## src/rtl/sub_pe_pkg.sv

```systemverilog
// Shared defaults and FSM encoding for the sub_pe operand feeder.
package sub_pe_pkg;

  localparam int DEF_DATA_W = 8;
  localparam int DEF_ADDR_W = 10;
  localparam int DEF_CH_W   = 3;

  typedef enum logic [1:0] {
    ST_IDLE  = 2'd0,
    ST_FETCH = 2'd1,
    ST_DRAIN = 2'd2,
    ST_DONE  = 2'd3
  } state_t;

endpackage

```

## src/rtl/feeder_addr_gen.sv

```systemverilog
// Per-buffer address generator: latches a base and pair count, then walks
// base+idx (modulo 2^ADDR_W) one step per fetch cycle.
module feeder_addr_gen
  import sub_pe_pkg::*;
#(
  parameter int ADDR_W = DEF_ADDR_W,
  parameter int CH_W   = DEF_CH_W
) (
  input  logic              clk,
  input  logic              rst_n,
  input  logic              i_load,
  input  logic              i_step,
  input  logic [ADDR_W-1:0] i_base,
  input  logic [CH_W-1:0]   i_count,
  output logic [ADDR_W-1:0] o_addr,
  output logic              o_last
);

  logic [ADDR_W-1:0] r_base;
  logic [CH_W-1:0]   r_count;
  logic [CH_W-1:0]   r_idx;

  // NOTE: sequential state uses non-blocking assignments so every register
  // samples pre-edge values regardless of statement order.
  always_ff @(posedge clk) begin
    if (!rst_n) begin
      r_base  <= '0;
      r_count <= '0;
      r_idx   <= '0;
    end else if (i_load) begin
      r_base  <= i_base;
      r_count <= i_count;
      r_idx   <= '0;
    end else if (i_step) begin
      r_idx <= r_idx + CH_W'(1);
    end
  end

  // Carry out of the adder is dropped, giving the modulo wrap.
  assign o_addr = r_base + ADDR_W'(r_idx);
  assign o_last = (r_idx == r_count);

endmodule

```

## src/rtl/sub_pe_feeder.sv

```systemverilog
// Operand sequencer for one sub_pe: fetches channel+1 img/weight pairs from
// two 1-cycle-latency buffers and streams them with start/done framing.
module sub_pe_feeder
  import sub_pe_pkg::*;
#(
  parameter int DATA_W = DEF_DATA_W,
  parameter int ADDR_W = DEF_ADDR_W,
  parameter int CH_W   = DEF_CH_W
) (
  input  logic              clk,
  input  logic              rst_n,
  input  logic              cmd_valid,
  output logic              cmd_ready,
  input  logic [ADDR_W-1:0] cmd_img_base,
  input  logic [ADDR_W-1:0] cmd_wgt_base,
  input  logic [CH_W-1:0]   cmd_channel,
  output logic              img_rd_en,
  output logic [ADDR_W-1:0] img_addr,
  input  logic [DATA_W-1:0] img_rdata,
  output logic              wgt_rd_en,
  output logic [ADDR_W-1:0] wgt_addr,
  input  logic [DATA_W-1:0] wgt_rdata,
  output logic              start,
  output logic [DATA_W-1:0] img,
  output logic [DATA_W-1:0] weight,
  output logic [CH_W-1:0]   channel,
  output logic              op_valid,
  output logic              done
);

  state_t            r_state;
  logic [CH_W-1:0]   r_channel;
  logic              r_v1;
  logic              r_first1;
  logic              r_op_valid;
  logic              r_start;
  logic [DATA_W-1:0] r_img;
  logic [DATA_W-1:0] r_wgt;

  logic              w_accept;
  logic              w_fetch;
  logic [ADDR_W-1:0] w_img_addr;
  logic [ADDR_W-1:0] w_wgt_addr;
  logic              w_img_last;
  logic              w_wgt_last;

  assign w_accept = cmd_valid && (r_state == ST_IDLE);
  assign w_fetch  = (r_state == ST_FETCH);

  feeder_addr_gen #(.ADDR_W(ADDR_W), .CH_W(CH_W)) u_img_gen (
    .clk     (clk),
    .rst_n   (rst_n),
    .i_load  (w_accept),
    .i_step  (w_fetch),
    .i_base  (cmd_img_base),
    .i_count (cmd_channel),
    .o_addr  (w_img_addr),
    .o_last  (w_img_last)
  );

  feeder_addr_gen #(.ADDR_W(ADDR_W), .CH_W(CH_W)) u_wgt_gen (
    .clk     (clk),
    .rst_n   (rst_n),
    .i_load  (w_accept),
    .i_step  (w_fetch),
    .i_base  (cmd_wgt_base),
    .i_count (cmd_channel),
    .o_addr  (w_wgt_addr),
    .o_last  (w_wgt_last)
  );

  // NOTE: reset is synchronous and clears every register, including the data
  // pipeline, so a mid-stream abort leaves nothing live on the outputs.
  always_ff @(posedge clk) begin
    if (!rst_n) begin
      r_state    <= ST_IDLE;
      r_channel  <= '0;
      r_v1       <= 1'b0;
      r_first1   <= 1'b0;
      r_op_valid <= 1'b0;
      r_start    <= 1'b0;
      r_img      <= '0;
      r_wgt      <= '0;
    end else begin
      // Stage 1 mirrors the buffer latency; FETCH is always entered from
      // IDLE, so its first cycle is the one with no fetch behind it.
      r_v1       <= w_fetch;
      r_first1   <= w_fetch && !r_v1;
      r_op_valid <= r_v1;
      r_start    <= r_first1;
      r_img      <= r_v1 ? img_rdata : '0;
      r_wgt      <= r_v1 ? wgt_rdata : '0;

      case (r_state)
        ST_IDLE: begin
          if (w_accept) begin
            r_state   <= ST_FETCH;
            r_channel <= cmd_channel;
          end
        end
        ST_FETCH: begin
          if (w_img_last && w_wgt_last) r_state <= ST_DRAIN;
        end
        ST_DRAIN: begin
          if (r_op_valid && !r_v1) r_state <= ST_DONE;
        end
        ST_DONE: r_state <= ST_IDLE;
        default: r_state <= ST_IDLE;
      endcase
    end
  end

  assign cmd_ready = (r_state == ST_IDLE);
  assign done      = (r_state == ST_DONE);
  assign img_rd_en = w_fetch;
  assign wgt_rd_en = w_fetch;
  assign img_addr  = w_fetch ? w_img_addr : '0;
  assign wgt_addr  = w_fetch ? w_wgt_addr : '0;
  assign start     = r_start;
  assign op_valid  = r_op_valid;
  assign img       = r_img;
  assign weight    = r_wgt;
  assign channel   = r_channel;

endmodule

```

## config.mk

```make
export PLATFORM = sky130hd
export DESIGN_NAME = sub_pe_feeder
export DESIGN_NICKNAME = d
export VERILOG_FILES = /design/src/rtl/sub_pe_pkg.sv /design/src/rtl/feeder_addr_gen.sv /design/src/rtl/sub_pe_feeder.sv
export SDC_FILE = /design/constraint.sdc
export NUM_CORES = 1
export LEC_CHECK = 0
export CAP_MARGIN = 20
export CORE_MARGIN = 2
export CORE_UTILIZATION = 40
export DETAILED_ROUTE_END_ITERATION = 6
export PLACE_DENSITY = 0.76
export SYNTH_ARGS = -nofsm -noshare
export SYNTH_HDL_FRONTEND = slang
export SYNTH_SLANG_ARGS = --single-unit
```

## constraint.sdc

```tcl
create_clock -name clk -period 1.7 [get_ports clk]
set_clock_uncertainty 0.1 [all_clocks]
set_input_delay 0.17 -clock clk [delete_from_list [all_inputs] [get_ports clk]]
set_output_delay 0.17 -clock clk [all_outputs]
set_load 0.02 [all_outputs]
```

### Yosys cells after proc, flatten, opt, wreduce, memory -nomap -nowiden

Cells that the tools add are included.
W data, S select, Z words.

* register bits after elaboration: 54

* $add $sub $neg: 4
* eq/ne operators: 8
* multiplexer cells: 6
* bitwise logic cells: 1
* reductions and logical operators: 10

Operators by type and width (number)
* $add A10 B3 Y10: 2
* $mux W10: 2
* $pmux W2 S4: 1
* $add A3 B1 Y3 const B: 2
* $eq A3 B3 Y1: 2
* $mux W2: 3
* $eq A2 B2 Y1 const B: 2
* $logic_and A1 B1 Y1: 4
* $ne A2 B1 Y1 const B: 2
* $reduce_and A2 Y1: 2
* $reduce_and A3 Y1: 1
* $eq A2 B1 Y1 const B: 1
* $logic_not A2 Y1: 1
* $ne A2 B2 Y1 const B: 1
* $reduce_or A2 Y1: 1
* $logic_not A1 Y1: 1
* $not A1 Y1: 1

### Longest topological paths before layout

* word-level depth: 4
* gate-level depth with buffers: 7
* mapped depth without buffers: 7

### Cells and area by module

Synthesis repeated with hierarchy kept, for this count alone.

* cell total of the unflattened synthesis: 275
* area total of the unflattened synthesis: 2727.6 sq um

Modules (own cells, without submodules)
* feeder_addr_gen: instances 2, cells each 88, area each 872.1 sq um, seq. area each 320.3 sq um
* sub_pe_feeder: instances 1, cells each 99, area each 983.4 sq um, seq. area each 500.5 sq um

### Worst setup path before layout

OpenSTA, ideal clock, no wires.

* kind: register to output
* start point: reg u_img_gen.r_idx[0]
* end point: out img_addr[8]
* arrival time: 1.728 ns
* data required time: 1.430 ns
* slack: -0.298 ns
* stages on the path, launching flop included: 8
* path buffers: 0
* path through: dfxtp_1 > ha_1 > inv_1 > fa_1 > nor2b_1 > o2111ai_1 > xor2_1 > nor2_1

* longest elaborated chain between the ends: 2

RTL lines
* start: declaration: line feeder_addr_gen.sv:21 `logic [CH_W-1:0] r_idx;`
* start signal: assignment: line feeder_addr_gen.sv:35 `r_idx <= r_idx + CH_W'(1);`
* $add A10 B3 Y10: line feeder_addr_gen.sv:40 `assign o_addr = r_base + ADDR_W'(r_idx);`
* $mux W10: line sub_pe_feeder.sv:117 `assign img_addr = w_fetch ? w_img_addr : '0;`
* end: declaration: line sub_pe_feeder.sv:18 `output logic [ADDR_W-1:0] img_addr,`

Every way passes these cells.

### Worst setup path after layout

* start point: reg u_img_gen.r_base[0]
* end point: out img_addr[8]

* longest elaborated chain between the ends: 2

RTL lines
* start: declaration: line feeder_addr_gen.sv:19 `logic [ADDR_W-1:0] r_base;`
* start signal: assignment: line feeder_addr_gen.sv:31 `r_base <= i_base;`
* $add A10 B3 Y10: line feeder_addr_gen.sv:40
* $mux W10: line sub_pe_feeder.sv:117

Every way passes these cells.

==> load_flow_metrics.sql <==
INSERT INTO impl_metrics (metric_group, metric, value, unit) VALUES
('critical_path', 'critPathArrivalTime', '1.95', 'ns'),
('cts', 'cts-root-to-sink-buffers', '2', ''),
('timing', 'hold_violations', '0', ''),
('yosys', 'syn_avg_cell_area', '8.59', 'sq um'),
('grt', 'vias_in_the_first_global_route', '2251', ''),
('critical_path', 'setup.worst_path.end_class', 'primary output', ''),
('yosys', 'synth_nets', '331', ''),
('critical_path', 'critPathMaxFanout', '4', ''),
('grt', 'grt_max_degree', '48', ''),
('timing', 'fin_crit', '2.22', 'ns'),
('routing', 'detail_route.first_pass.iterations', '4', ''),
('cts', 'worstSkewPairLatency', '0.31', 'ns'),
('timing', 'slack_of_the_critical_path', '-0.521', 'ns'),
('timing', 'fmax', '450', 'MHz'),
('pwr', 'report.power.total', '4.28', 'mW'),
('placement', 'routability_cong', '0.794', ''),
('cts', 'cts.reportedPaths.clkPinSlew', '0.10', 'ns'),
('routing', 'drt-initial-drc-count', '62', ''),
('grt', 'antenna_found_initial', '0', ''),
('cts', 'tritoncts_clock_tree', 'yes', ''),
('floorplan', 'die-area', '6520', 'sq um'),
('hold_path', 'min_delay_worst_type', 'primary input to flip-flop', ''),
('placement', 'port_buffer_count', '86', ''),
('pwr', 'switch_pwr', '1.60', 'mW'),
('routing', 'routed-via-count', '2294', ''),
('critical_path', 'crit_chain', 'ha_4 -> inv_2 -> fa_2 -> nor2b_4 -> o2111ai_2 -> xor2_1 -> nor2_2 -> buf_6', ''),
('critical_path', 'start_kind', 'flip-flop', ''),
('critical_path', 'critical_path_class', 'flip-flop to primary output', ''),
('cts', 'cts_made_buffers', '5', ''),
('floorplan', 'die_w', '80.7', 'microns'),
('pwr', 'netSwitchingFraction', '0.374', ''),
('flow_run', 'max_cap_violations', '0', ''),
('critical_path', 'critical_path_required', '1.43', 'ns'),
('final_layout', 'num_antenna_cells', '0', ''),
('yosys', 'post_synth_inst_count', '274', ''),
('pwr', 'power.sequential.fraction', '0.353', ''),
('final_layout', 'layout.nets', '455', ''),
('floorplan', 'io_pins', '87', ''),
('grt', 'global_route.usage.total', '0.189', ''),
('final_layout', 'final_core_utilization', '0.718', ''),
('final_layout', 'finish.instance_area', '4030', 'sq um'),
('routing', 'avgViaCountPerCell', '4.87', ''),
('status', 'outcome', 'finished with violations', ''),
('yosys', 'ys_seq_elements', '51', ''),
('timing', 'slew_headroom', '0.738', ''),
('floorplan', 'core_area', '5610', 'sq um'),
('pwr', 'leakage', '1.71', 'nW'),
('placement', 'post_dp_cell_area', '3710', 'sq um'),
('routing', 'drc_errors', '0', ''),
('routing', 'antenna_left', '0', ''),
('pwr', 'intPower', '2.68', 'mW'),
('status', 'failed_checks', 'setup timing', ''),
('floorplan', 'die_h', '80.7', 'microns'),
('critical_path', 'worst_r2r_path_depth', '5', ''),
('yosys', 'yosys_warning_count', '0', ''),
('cts', 'cts-htree-levels', '2', ''),
('final_layout', 'area.growth.synth_to_final', '71.1', '%'),
('final_layout', 'post_route_cells_drive_above_1_share', '0.341', ''),
('final_layout', 'most-common-layout-cells', 'sky130_fd_sc_hd__clkdlybuf4s50_1, sky130_fd_sc_hd__nand2_1, sky130_fd_sc_hd__dfxtp_1, sky130_fd_sc_hd__buf_4, sky130_fd_sc_hd__buf_6', ''),
('timing', 'tightest_slew', '0.393', 'ns'),
('pwr', 'power_density', '1060', 'nW/um^2'),
('critical_path', 'reg2reg_slack', '-0.09', 'ns'),
('placement', 'hpwlAfterDp', '4480', 'microns'),
('timing', 'timing.final.setup_violations', '20', ''),
('critical_path', 'regToRegEndpoint', 'r_state[1]', ''),
('timing', 'unrepaired_setup_endpoints_after_global_routing', 'true', ''),
('timing', 'period_share', '1.31', ''),
('floorplan', 'initial_core_utilization', '0.420', ''),
('timing', 'drv_slew', '0', ''),
('cts', 'clk_root_buffer_cell', 'sky130_fd_sc_hd__clkbuf_8', ''),
('routing', 'wirelength', '6460', 'microns');
## layer usage
layer	vias up	wire length [microns]	share of wire	track usage
met1	1070	2740	0.42	0.207
met4	0	65	0.010	0.0508
met2	65	3130	0.48	0.340
met3	9	527	0.082	0.0719
li1	1150	-	-	-
met5	-	0	0	0
## repair_timing
action                                  4_1_cts  5_1_grt
buffers inserted                              3        4
gates cloned                                  0        1
endpoints found under the setup margin       26       49
pin swaps                                    17       21
gates resized for setup                     133       41
hold endpoints to repair                      0        0
## how the worst max path moves through the flow
stage                        start     endpoint  cells past startpoint
2_1_floorplan   u_img_gen.r_idx[0]  img_addr[8]                      7
3_3_place_gp   u_wgt_gen.r_base[1]  wgt_addr[9]                      6
3_5_place_dp   u_wgt_gen.r_base[1]  wgt_addr[9]                      6
4_1_cts        u_img_gen.r_base[0]  img_addr[8]                      8
5_1_grt        u_wgt_gen.r_base[0]  wgt_addr[6]                      9
6_report       u_img_gen.r_base[0]  img_addr[8]                      8
## synthesized netlist by cell type
cell type                   number  area share
sky130_fd_sc_hd__mux2i_1         6       0.026
sky130_fd_sc_hd__nand2_1        59       0.094
sky130_fd_sc_hd__clkbuf_1       12       0.019
sky130_fd_sc_hd__a21oi_1         6       0.013
sky130_fd_sc_hd__and3_1         18       0.048
sky130_fd_sc_hd__ha_1           13       0.069
sky130_fd_sc_hd__nand3_1         3      0.0064
sky130_fd_sc_hd__xor2_1         10       0.037
sky130_fd_sc_hd__nor2_1         16       0.026
sky130_fd_sc_hd__dfxtp_1        51        0.43
sky130_fd_sc_hd__nor2b_1         5       0.013
sky130_fd_sc_hd__o21ai_0        10       0.021
sky130_fd_sc_hd__a21boi_1        4       0.013
sky130_fd_sc_hd__a222oi_1        1      0.0043
sky130_fd_sc_hd__o2111ai_1       2      0.0074
sky130_fd_sc_hd__and2_1          6       0.016
sky130_fd_sc_hd__or3_1           7       0.019
sky130_fd_sc_hd__nor3_1          2      0.0043
sky130_fd_sc_hd__nor4bb_1        2      0.0085
sky130_fd_sc_hd__nand2b_1        2      0.0053
sky130_fd_sc_hd__a21o_1          2      0.0064
sky130_fd_sc_hd__o221ai_1        1      0.0037
sky130_fd_sc_hd__buf_4           1      0.0032
sky130_fd_sc_hd__fa_1            2       0.017
sky130_fd_sc_hd__a21boi_0       19       0.061
sky130_fd_sc_hd__clkinv_1        1      0.0016
sky130_fd_sc_hd__buf_1           1      0.0016
sky130_fd_sc_hd__xnor2_1         2      0.0074
sky130_fd_sc_hd__inv_1          10       0.016
## cells by family (layout without fill, tap and decap cells)
logic type      count (synthesis)  after routing  share of synthesized area
compound gates                 45             45                      0.129
fa+ha+maj                      15             15                     0.0861
flops                          51             51                      0.434
buf+inv                        25            150                     0.0414
xor+xnor                       12             12                     0.0446
simple gates                  120            120                      0.240
mux                             6              6                     0.0255
## metrics by stage
step	std cells	setup TNS, ns	setup WS, ns	hold WS [ns]
after global placement	457	-8.47	-0.596	0.324
after global routing	471	-8.41	-0.587	0.300
after floorplan	274	-0.636	-0.0940	0.205
final	471	-7.14	-0.521	0.298
after detailed placement	457	-9.17	-0.655	0.327
after CTS	467	-6.70	-0.508	0.299
## power groups by stage
| stage | sequential [mW] | clock [mW] | combinational [mW] |
|---|---|---|---|
| 2_1_floorplan | 1.61 | 0 | 0.932 |
| 3_3_place_gp | 1.51 | 0 | 1.84 |
| 3_5_place_dp | 1.52 | 0 | 1.88 |
| 4_1_cts | 1.50 | 0.732 | 1.94 |
| 5_1_grt | 1.53 | 0.777 | 2.23 |
| 6_report | 1.51 | 0.720 | 2.05 |
## layout make-up
class | instances | area (sq um)
Clock buffer | 5 | 68.8
Clock inverter | 3 | 23.8
Fill cell | 449 | 1580
Inverter | 11 | 42.5
Multi-Input combinational cell | 198 | 1510
Sequential cell | 51 | 1050
Tap cell | 72 | 90.1
Timing Repair Buffer | 131 | 1250
## critical path: cells and delay by family, from the launching register on
| family | cells | cell delay [ns] |
|---|---|---|
| compound gates | 1 | 0.13 |
| xor+xnor | 1 | 0.17 |
| fa+ha+maj | 2 | 0.51 |
| buf+inv | 2 | 0.17 |
| flops | 1 | 0.37 |
| simple gates | 2 | 0.30 |
## registers in the layout (all words and copies together), names as in the netlist, 2 cells and up
register and cells:
r_state 2, u_wgt_gen.r_idx 3, img 8, weight 8
u_img_gen.r_count 2, u_wgt_gen.r_base 10, u_img_gen.r_idx 3, u_img_gen.r_base 10
Note: power is estimated with default switching activity, not from simulation.
